File: config.mk
export PLATFORM = sky130hd
export DESIGN_NAME = lcd_bus_arbiter
export DESIGN_NICKNAME = d
export VERILOG_FILES = /design/src/rtl/lcd_bus_arbiter.sv
export SDC_FILE = /design/constraint.sdc
export NUM_CORES = 1
export LEC_CHECK = 0
export CAP_MARGIN = 20
export CELL_PAD_IN_SITES_DETAIL_PLACEMENT = 0
export CELL_PAD_IN_SITES_GLOBAL_PLACEMENT = 1
export CORE_MARGIN = 4
export CORE_UTILIZATION = 30
export CTS_BUF_LIST = sky130_fd_sc_hd__clkbuf_2
export CTS_CLUSTER_SIZE = 25
export DETAILED_ROUTE_END_ITERATION = 8
export PLACE_DENSITY_LB_ADDON = 0.1
export SLEW_MARGIN = 20
export SYNTH_ARGS = -nofsm -noshare
export SYNTH_HDL_FRONTEND = slang
export SYNTH_SLANG_ARGS = --single-unit
File: constraint.sdc
create_clock -name clk -period 6.1 [get_ports clk]
set_clock_uncertainty 0.2 [all_clocks]
set_input_delay 0.61 -clock clk [delete_from_list [all_inputs] [get_ports clk]]
set_output_delay 0.61 -clock clk [all_outputs]
set_load 0.01 [all_outputs]
File: src/rtl/lcd_bus_arbiter.sv
// lcd_bus_arbiter: shares one HD44780 write port between three byte-stream
// clients. A burst of bytes from the granted client is written with
// programmable setup / E-high / hold timing. Clear and home commands
// (RS=0, DATA 01..03) add a long post-write wait.
// Optional build macro: LCD_ARB_ROUND_ROBIN_EN selects round-robin
// arbitration in IDLE. When it is undefined, client 0 has the highest
// priority and client 2 the lowest.
module lcd_bus_arbiter #(
  parameter int SETUP_CYC     = 2,
  parameter int E_HIGH_CYC    = 12,
  parameter int HOLD_CYC      = 2,
  parameter int LONG_WAIT_CYC = 2000
) (
  input  logic       clk,
  input  logic       rst,
  input  logic [2:0] req,
  input  logic [2:0] rs_in,
  input  logic [7:0] data_in0,
  input  logic [7:0] data_in1,
  input  logic [7:0] data_in2,
  input  logic [2:0] last,
  output logic [2:0] grant,
  output logic [2:0] ack,
  output logic       busy,
  output logic       LCD_RS,
  output logic       LCD_RW,
  output logic       LCD_E,
  output logic [7:0] LCD_DATA
);

  localparam logic [2:0] S_IDLE  = 3'd0;
  localparam logic [2:0] S_SETUP = 3'd1;
  localparam logic [2:0] S_EHIGH = 3'd2;
  localparam logic [2:0] S_HOLD  = 3'd3;
  localparam logic [2:0] S_LWAIT = 3'd4;
  localparam logic [2:0] S_NEXT  = 3'd5;

  // The counter is loaded with (dwell - 1); a state ends in the cycle where
  // the counter reads zero.
  localparam logic [15:0] SETUP_LD = 16'(SETUP_CYC - 1);
  localparam logic [15:0] EHIGH_LD = 16'(E_HIGH_CYC - 1);
  localparam logic [15:0] HOLD_LD  = 16'(HOLD_CYC - 1);
  localparam logic [15:0] LWAIT_LD = 16'(LONG_WAIT_CYC - 1);

  logic [2:0]  state;
  logic [15:0] cnt;
  logic [1:0]  owner;
  logic        last_q;
  logic [1:0]  sel;
  logic [1:0]  src;
  logic        src_req;
  logic        src_rs;
  logic        src_last;
  logic [7:0]  src_data;
  logic        long_cmd;
  logic        byte_done;

`ifdef LCD_ARB_ROUND_ROBIN_EN
  logic [1:0] ptr;

  // Round-robin pick: search starts at the client after the previous owner.
  always_comb begin
    case (ptr)
      2'd0:    sel = req[1] ? 2'd1 : (req[2] ? 2'd2 : 2'd0);
      2'd1:    sel = req[2] ? 2'd2 : (req[0] ? 2'd0 : 2'd1);
      default: sel = req[0] ? 2'd0 : (req[1] ? 2'd1 : 2'd2);
    endcase
  end

  // Remember the last winner; reset value 2 lets client 0 win first.
  always_ff @(posedge clk or posedge rst) begin
    if (rst)
      ptr <= 2'd2;
    else if (state == S_IDLE && req != 3'b000)
      ptr <= sel;
  end
`else
  // Fixed-priority pick: the lowest-numbered requesting client wins.
  always_comb begin
    sel = req[0] ? 2'd0 : (req[1] ? 2'd1 : 2'd2);
  end
`endif

  // Route the selected client (IDLE) or the current owner (NEXT) to the latch.
  always_comb begin
    src = (state == S_IDLE) ? sel : owner;
    case (src)
      2'd0: begin
        src_req  = req[0];
        src_rs   = rs_in[0];
        src_last = last[0];
        src_data = data_in0;
      end
      2'd1: begin
        src_req  = req[1];
        src_rs   = rs_in[1];
        src_last = last[1];
        src_data = data_in1;
      end
      default: begin
        src_req  = req[2];
        src_rs   = rs_in[2];
        src_last = last[2];
        src_data = data_in2;
      end
    endcase
  end

  // A clear or home command requires the long wait after its write.
  assign long_cmd  = !LCD_RS && (LCD_DATA == 8'h01 || LCD_DATA == 8'h02 ||
                                 LCD_DATA == 8'h03);
  assign byte_done = (cnt == 16'd0) &&
                     ((state == S_HOLD && !long_cmd) || state == S_LWAIT);
  assign ack       = byte_done ? grant : 3'b000;
  assign busy      = (state != S_IDLE);
  assign LCD_RW    = 1'b0;

  // Main sequencer: arbitrate, then step through the byte timing.
  // NOTE: sequential state uses non-blocking assignments so that every flop
  // samples values from before the edge, whatever the statement order.
  always_ff @(posedge clk or posedge rst) begin
    if (rst) begin
      state    <= S_IDLE;
      cnt      <= 16'd0;
      owner    <= 2'd0;
      last_q   <= 1'b0;
      grant    <= 3'b000;
      LCD_E    <= 1'b0;
      LCD_RS   <= 1'b0;
      LCD_DATA <= 8'h00;
    end else begin
      case (state)
        S_IDLE: begin
          if (req != 3'b000) begin
            owner    <= sel;
            grant    <= 3'b001 << sel;
            LCD_RS   <= src_rs;
            LCD_DATA <= src_data;
            last_q   <= src_last;
            cnt      <= SETUP_LD;
            state    <= S_SETUP;
          end
        end
        S_SETUP: begin
          if (cnt == 16'd0) begin
            LCD_E <= 1'b1;
            cnt   <= EHIGH_LD;
            state <= S_EHIGH;
          end else begin
            cnt <= cnt - 16'd1;
          end
        end
        S_EHIGH: begin
          if (cnt == 16'd0) begin
            LCD_E <= 1'b0;
            cnt   <= HOLD_LD;
            state <= S_HOLD;
          end else begin
            cnt <= cnt - 16'd1;
          end
        end
        S_HOLD: begin
          if (cnt == 16'd0) begin
            if (long_cmd) begin
              cnt   <= LWAIT_LD;
              state <= S_LWAIT;
            end else begin
              state <= S_NEXT;
            end
          end else begin
            cnt <= cnt - 16'd1;
          end
        end
        S_LWAIT: begin
          if (cnt == 16'd0)
            state <= S_NEXT;
          else
            cnt <= cnt - 16'd1;
        end
        S_NEXT: begin
          if (!last_q && src_req) begin
            LCD_RS   <= src_rs;
            LCD_DATA <= src_data;
            last_q   <= src_last;
            cnt      <= SETUP_LD;
            state    <= S_SETUP;
          end else begin
            grant <= 3'b000;
            state <= S_IDLE;
          end
        end
        default: begin
          grant <= 3'b000;
          LCD_E <= 1'b0;
          state <= S_IDLE;
        end
      endcase
    end
  end

endmodule

==> metrics.cfg, run 1 <==
[critical_path]
rr_worst_depth=5
startpoint_type=flop
cp-end-kind=output pin
required_ns=5.29
crit_type=flop to output pin
cpPeakStageDelay_ns=0.58
path_cells=nor3_2 -> nand4_2 -> o21ai_4 -> and3_1 -> clkdlybuf4s50_1
r2r_slack_ns=3.23
crit_slowest_cell=o21ai_4
r2r_start=state[0]
cp.arrival_ns=3.05
cp-startpoint=cnt[2]
r2r_end=cnt[1]
path_max_fanout=16

[final_layout]
nFillCells=789
utilization_pct=39.8
antennaDiodeCount=0
multi_input_area_um2=1280
nNetsFinal=333
ff_latch_area_um2=876
drive_gt1_share_pct=11.4
area_delta_synth_final_pct=27.5

[yosys]
yosysWarnings=0
syn_area_um2=2270
synth_top_cell_area_share_pct=38.5
synth_cells=250
synth_area_leaders=dfrtp_1 39%, mux2_2 5.4%, nor2_1 5.3%
synth_cell_type_count=59
synth_edf_count=0
async_flop_share_pct=100
yosysSeqAreaShare_pct=38.5
synth-seq-cells=35
avgSynthCellArea_um2=9.09
synthFlopType=dfrtp_1
yosys.area.top_type=dfrtp_1
syn_nets=286

[detailed_routing]
vias=2053
routed_wl_mm=6.42
wl_per_cell_um=16.2
drt_iter0_markers=82
drt-pass1-iter-count=4
postRouteAntennaNets=0
drc=0
viasPerCell=5.17

[floorplanning]
initial_core_util_pct=31.2
core_area_um2=7290
dieArea_um2=9030
die_w_um=95.1
die_y_um=95.1
io_pins=53
fp-row-count=31

[sta]
hold-worst-slack_ns=0.353
setup_viol=0
worst_slack_ns=2.24
hold_viol_final=0
fin_crit_ns=3.86
worstMarginPinSlew_ns=0.582
slew_headroom_pct=61.0
max_freq_mhz=259
rsz0062_at_grt=no
period_share_pct=63.3
setup_tns_ns=0
slew_viol_final=0

[hold_path]
worstHoldPathType=flop to flop
worstHoldStart=cnt[10]
holdPathStages=2
hold_end=cnt[10]

[place]
dp_hpwl_mm=4.79
place_congestion=0.783
pre_cts_ws_ns=2.69
place.port_buffers=51

[clock_network]
clock_path_buffers=2
clkSinkCount=35
cts-hold-fix-buffers=0
post_cts_buffers=0
cts_tree=done
insertion_delay_ns=0.40
path_clk_slew_ns=0.20
cts_root_buf=clkbuf_2
cts_resized=0
htreeDepth=2
cts_buffers=5

[flow_run]
drv_cap=0

[global_route]
antenna_found_initial=0
grt_pass1_vias=2085
grt_max_degree=36
overflow=0
grtUsageTotal_pct=15.6
grt_pass1_wl_mm=10.8

[pwr]
leakagePower_nw=1.20
ir_drop_mv=0.115
p_per_area_nw_per_um2=296

[outcome]
status=finished, final reports clean

-- placed cells by master (no fill, tap or decap), types with 3 or more instances in the layout --
cell / n
a21oi_1: 17
or3_1: 4
a31oi_1: 6
mux2i_1: 11
dfrtp_1: 35
mux2_2: 11
nor3_1: 6
nand2b_1: 3
inv_1: 13
o31ai_1: 3
and3_1: 5
a32oi_1: 3
buf_4: 3
nor2_1: 32
o21a_1: 3
nand2_1: 11
o21ai_0: 11
clkbuf_2: 6
clkdlybuf4s50_1: 51
nand3_1: 7
o211ai_1: 3
-- cell type report --
class | instances | area share, %
timing repair buffer | 54 | 18.4
sequential | 35 | 30.2
tap | 99 | 4.27
clock inverter | 2 | 0.259
multi-input combinational | 188 | 44.2
inverter | 13 | 1.68
clock buffer | 6 | 1.04
-- sequential cells by signal (all words and copies together) (netlist names) --
register  flops
cnt          16
grant         3
LCD_E         1
last_q        1
LCD_DATA      8
state         3
LCD_RS        1
owner         2
-- per-stage QoR --
step / power (mW) / instances / cell area (um2)
4_1_cts: 0.869 / 397 / 2900
2_1_floorplan: 0.626 / 250 / 2270
3_3_place_gp: 0.757 / 389 / 2860
6_report: 0.857 / 397 / 2900
3_5_place_dp: 0.757 / 389 / 2860
5_1_grt: 0.932 / 397 / 2900
-- where the power goes --
part | switching, mW | internal (mW)
Combinational | 0.168 | 0.177
Clock | 0.0838 | 0.0276
Sequential | 0.0903 | 0.311
-- Yosys cell counts, drive strengths merged, types with 6 or more instances --
cell type and number:
nor2 32, nor3 8, nand3 7, a31oi 6
a21oi 18, nand2 11, clkbuf 8, o21ai 13
inv 13, mux2 11, dfrtp 35, buf 6
mux2i 11
-- worst max-delay path by stage --
stage	end	slack, ns	cells after the start
floorplan	ack[0]	3.38	6
global route	ack[1]	1.98	5
detailed placement	ack[2]	2.69	5
finish	ack[2]	2.24	5
CTS	ack[2]	2.21	5
global placement	ack[2]	2.74	5
-- critical path, delay by kind of cell (launching register included) --
kind | cells | cell delay (ns)
simple gates | 3 | 1.06
compound gates | 1 | 0.58
buf+inv | 1 | 0.54
flops | 1 | 0.47
-- routing by layer --
layer / wire length, um / global-route usage [%] / vias up
li1: - / - / 1037
met5: 0 / 0 / -
met1: 2990 / 20.6 / 980
met4: 73 / 4.21 / 0
met3: 245 / 3.55 / 6
met2: 3120 / 25.5 / 30
-- cell families (layout without fill, tap and decap cells) --
kind of cell,Yosys count,after routing,synth area share (%)
compound gates,79,79,25.7
fa+ha+maj,1,1,0.550
buf+inv,27,75,5.17
simple gates,85,85,19.6
other cells,1,1,0.165
flops,35,35,38.5
mux,22,22,10.3
No activity file was read; power rests on OpenSTA's default activity.
==> inputs of run 2 (changes only) <==
- clock period: 6.1 -> 3.7 ns (I/O delays scaled with it)
==> metrics.cfg, run 2 (same netlist as run 1, synthesis figures left out) <==
[clock_network]
post_cts_buffers=0  ; unchanged
htreeDepth=2  ; unchanged
path_clk_slew_ns=0.20  ; about the same
cts_resized=0  ; unchanged
cts_tree=done
clkSinkCount=35  ; unchanged
cts_buffers=5  ; unchanged
clock_path_buffers=2  ; unchanged
cts_root_buf=clkbuf_2
cts-hold-fix-buffers=0  ; unchanged
insertion_delay_ns=0.39  ; about the same

[critical_path]
startpoint_type=flop
cp-startpoint=cnt[2]
r2r_slack_ns=0.84  ; -2.39 ns
crit_type=flop to output pin
path_max_fanout=9  ; -7
cp-end-kind=output pin
r2r_end=LCD_RS
cp.arrival_ns=2.78  ; -0.27 ns
rr_worst_depth=5  ; unchanged
r2r_start=state[0]
required_ns=3.13  ; -2.16 ns

[sta]
slew_headroom_pct=60.2  ; -0.85 points
hold_viol_final=0  ; unchanged
setup_viol=0  ; unchanged
worstMarginPinSlew_ns=0.596  ; +0.0137 ns
hold-worst-slack_ns=0.161  ; -0.191 ns
worst_slack_ns=0.347  ; -1.89 ns
fin_crit_ns=3.35
setup_tns_ns=0  ; unchanged
slew_viol_final=0  ; unchanged
max_freq_mhz=298
rsz0062_at_grt=no
period_share_pct=90.6

[flow_run]
drv_cap=0  ; unchanged

[detailed_routing]
routed_wl_mm=6.55  ; +2.1%
postRouteAntennaNets=0  ; unchanged
vias=2109  ; +2.7%
drt_iter0_markers=143  ; +74%
drc=0  ; unchanged
wl_per_cell_um=16.4  ; +1.3%
drt-pass1-iter-count=4  ; unchanged
viasPerCell=5.27  ; +2.0%

[final_layout]
drive_gt1_share_pct=12.3  ; +0.88 points
stdcell_area_um2=2920  ; +0.78%
final_common_cell=clkdlybuf4s50_1
antennaDiodeCount=0  ; unchanged
top_regs=cnt: 16 flops, LCD_DATA: 8 flops
utilization_pct=40.1  ; +0.31 points
area_delta_synth_final_pct=28.5
nNetsFinal=336  ; +0.90%
largest_register_ffs=16  ; unchanged
regMostFlops=cnt
final_cell_mix=51 x clkdlybuf4s50_1, 35 x dfrtp_1, 32 x nor2_1

[floorplanning]
initial_core_util_pct=31.2  ; unchanged
core_area_um2=7290  ; unchanged
io_pins=53  ; unchanged
dieArea_um2=9030  ; unchanged
fp-row-count=31  ; unchanged
die_w_um=95.1  ; unchanged
die_y_um=95.1  ; unchanged

[pwr]
leakagePower_nw=1.22  ; +1.3%
p_per_area_nw_per_um2=492  ; +66%
ir_drop_mv=0.196  ; +71%

[place]
placed_area_um2=2880  ; +0.79%
dp_hpwl_mm=4.92  ; +2.7%
place_congestion=0.808  ; +3.2%
place.port_buffers=51  ; unchanged
pre_cts_ws_ns=0.814  ; -1.87 ns

[global_route]
grt_pass1_vias=2078  ; -0.34%
grtUsageTotal_pct=15.3  ; -0.24 points
grt_max_degree=36  ; unchanged
overflow=0  ; unchanged
grt_pass1_wl_mm=10.7  ; -0.70%
antenna_found_initial=0  ; unchanged

[hold_path]
worstHoldPathType=input pin to asynchronous set/reset pin

[outcome]
status=finished, final reports clean

run 2: power by group:
group	switching, mW	internal (mW)	total, mW
clock	0.132	0.0455	0.178
sequential	0.163	0.513	0.676
combinational	0.288	0.296	0.584
total	0.583	0.854	1.44
run 2: routing by layer:
layer  GRT usage [%]  vias to the layer above  share of wire (%)
met5               0                        -                  0
met4            4.81                        0                1.4
met3            3.39                        9                5.5
met2            25.6                       49                 48
met1            19.7                     1011                 45
li1                -                     1040                  -
run 2: worst max path at each step:
stage / slack, ns / to / cells after the start
5_1_grt: 0.07 / ack[2] / 5
4_1_cts: 0.33 / ack[0] / 5
3_3_place_gp: 0.77 / ack[0] / 5
2_1_floorplan: 1.22 / ack[0] / 6
6_report: 0.35 / ack[1] / 5
3_5_place_dp: 0.81 / ack[0] / 5
run 2: through the flow:
| step | std cells | total power, mW |
|---|---|---|
| 6_report | 400 | 1.44 |
| 5_1_grt | 400 | 1.55 |
| 4_1_cts | 400 | 1.45 |
| 3_5_place_dp | 392 | 1.27 |
| 3_3_place_gp | 392 | 1.28 |
| 2_1_floorplan | 250 | 1.03 |
run 2: area by class of cell:
cell class                      count  area, um2
Clock buffer                        6       30.0
Clock inverter                      2       7.51
Fill cell                         780       4370
Inverter                           13       48.8
Multi-Input combinational cell    188       1280
Sequential cell                    35        876
Tap cell                           99        124
Timing Repair Buffer               57        556
run 2: worst max-delay path, stage by stage (launching register included):
cell and delay [ns]:
dfrtp_1 0.49, nor3_2 0.47, nand4_2 0.41, o21ai_4 0.30
and3_1 0.19, clkdlybuf4s50_1 0.54
==> inputs of run 3 (changes only) <==
- clock period: 3.7 -> 3.4 ns (I/O delays scaled with it)
==> metrics.cfg, run 3 (same netlist as run 1, synthesis figures left out) <==
[sta]
fin_crit_ns=3.18
slew_viol_final=0  ; unchanged
period_share_pct=93.6
slew_headroom_pct=58.0  ; -2.2 points
max_freq_mhz=314
hold-worst-slack_ns=0.126  ; -0.0354 ns
setup_viol=0  ; unchanged
setup_tns_ns=0  ; unchanged
worstMarginPinSlew_ns=0.625  ; +0.0290 ns
rsz0062_at_grt=no
hold_viol_final=0  ; unchanged

[final_layout]
largest_register_ffs=16  ; unchanged
drive_gt1_share_pct=13.6  ; +1.3 points
nNetsFinal=337  ; +0.30%
final_common_cell=clkdlybuf4s50_1
final_cell_mix=51 x clkdlybuf4s50_1, 34 x dfrtp_1, 32 x nor2_1
antennaDiodeCount=0  ; unchanged
area_delta_synth_final_pct=29.0
regMostFlops=cnt
top_regs=cnt: 16 flops, LCD_DATA: 8 flops

[place]
dp_hpwl_mm=4.82  ; -2.1%
place.port_buffers=51  ; unchanged
place_congestion=0.788  ; -2.4%

[clock_network]
htreeDepth=2  ; unchanged
cts_buffers=5  ; unchanged
insertion_delay_ns=0.39  ; about the same
clock_path_buffers=2  ; unchanged
cts-hold-fix-buffers=0  ; unchanged
cts_root_buf=clkbuf_2
clkSinkCount=35  ; unchanged
path_clk_slew_ns=0.20  ; about the same
cts_tree=done

[detailed_routing]
drt_iter0_markers=87  ; -39%
routed_wl_mm=6.35  ; -3.1%
drc=0  ; unchanged
postRouteAntennaNets=0  ; unchanged
vias=2088  ; -1.0%
viasPerCell=5.21  ; -1.2%
wl_per_cell_um=15.8  ; -3.3%
drt-pass1-iter-count=4  ; unchanged

[global_route]
grtUsageTotal_pct=15.1  ; -0.22 points
grt_max_degree=36  ; unchanged
grt_pass1_vias=2158  ; +3.8%
overflow=0  ; unchanged
grt_pass1_wl_mm=10.6  ; -0.71%
antenna_found_initial=0  ; unchanged

[flow_run]
drv_cap=0  ; unchanged

[floorplanning]
initial_core_util_pct=31.2  ; unchanged
core_area_um2=7290  ; unchanged
io_pins=53  ; unchanged
dieArea_um2=9030  ; unchanged
die_y_um=95.1  ; unchanged
die_w_um=95.1  ; unchanged
fp-row-count=31  ; unchanged

[outcome]
status=finished, final reports clean

[pwr]
ir_drop_mv=0.198  ; +1.3%
p_per_area_nw_per_um2=532  ; +8.2%
leakagePower_nw=1.23  ; +0.51%

[critical_path]
required_ns=2.86  ; -0.27 ns
startpoint_type=flop
cp-end-kind=output pin
cp.arrival_ns=2.64  ; -0.14 ns
path_max_fanout=12  ; +3
crit_type=flop to output pin

[hold_path]
worstHoldPathType=input pin to asynchronous set/reset pin

[run 3: cell count changes in the layout (fill, tap and decap cells not counted)]
cell	delta
dfrtp_2	+1
dfrtp_1	-1
clkinv_1	-2
buf_4	+1
clkinv_2	+1
clkbuf_2	+1
[run 3: layer usage]
layer	routed length, um	global-route usage, %	up-vias	share of wire [%]
met4	74	3.97	0	1.2
met2	3080	26.0	43	49
li1	-	-	1040	-
met3	321	3.16	7	5.1
met1	2870	19.2	998	45
met5	0	0	-	0
[run 3: final timing paths]
check | from | endpoint | slack, ns | depth (start not counted)
min in group clk | LCD_DATA[5] | LCD_DATA[5] | 0.35 | 1
min reg2reg | LCD_DATA[5] | LCD_DATA[5] | 0.35 | 1
min | rst | LCD_DATA[2] | 0.13 | 3
max | state[1] | ack[2] | 0.22 | 5
max reg2reg | state[1] | cnt[1] | 0.68 | 6
max in group asynchronous | rst | cnt[3] | 2.53 | 3
[run 3: cell type report]
class,instances,area [um2]
clock buffer,7,35.0
clock inverter,1,5.00
fill,770,4360
inverter,13,48.8
multi-input combinational,188,1280
sequential,35,877
tap,99,124
timing repair buffer,58,563
[run 3: timing repair]
action                     4_1_cts  5_1_grt
hold endpoints to repair         0        0
setup endpoints to repair        0        3
setup buffers                    0        0
gates resized for setup          0        1
[run 3: per-stage QoR]
| step | std cells | cell area (um2) | util [%] | setup WS, ns | power (mW) |
|---|---|---|---|---|---|
| final | 401 | 2930 | 40.2 | 0.218 | 1.56 |
| after detailed placement | 393 | 2890 | 39.7 | 0.559 | 1.37 |
| after global placement | 393 | 2890 | 39.7 | 0.601 | 1.38 |
| after CTS | 401 | 2930 | 40.2 | 0.0732 | 1.58 |
| after floorplan | 250 | 2270 | - | 0.953 | 1.12 |
| after global routing | 401 | 2930 | 40.2 | 0.0360 | 1.70 |
[run 3: power by group]
| part | total (mW) | switching (mW) | leakage [nW] | internal (mW) |
|---|---|---|---|---|
| registers | 0.731 | 0.173 | 0.412 | 0.558 |
| clock network | 0.201 | 0.145 | 0.0330 | 0.0562 |
| logic | 0.629 | 0.308 | 0.781 | 0.321 |
| total | 1.56 | 0.625 | 1.23 | 0.936 |
[run 3: critical path, stage by stage, from the launching register on]
cell	delay (ns)
dfrtp_1	0.56
or3b_2	0.58
nand2_1	0.15
o31a_1	0.25
and3_1	0.18
clkdlybuf4s50_1	0.53
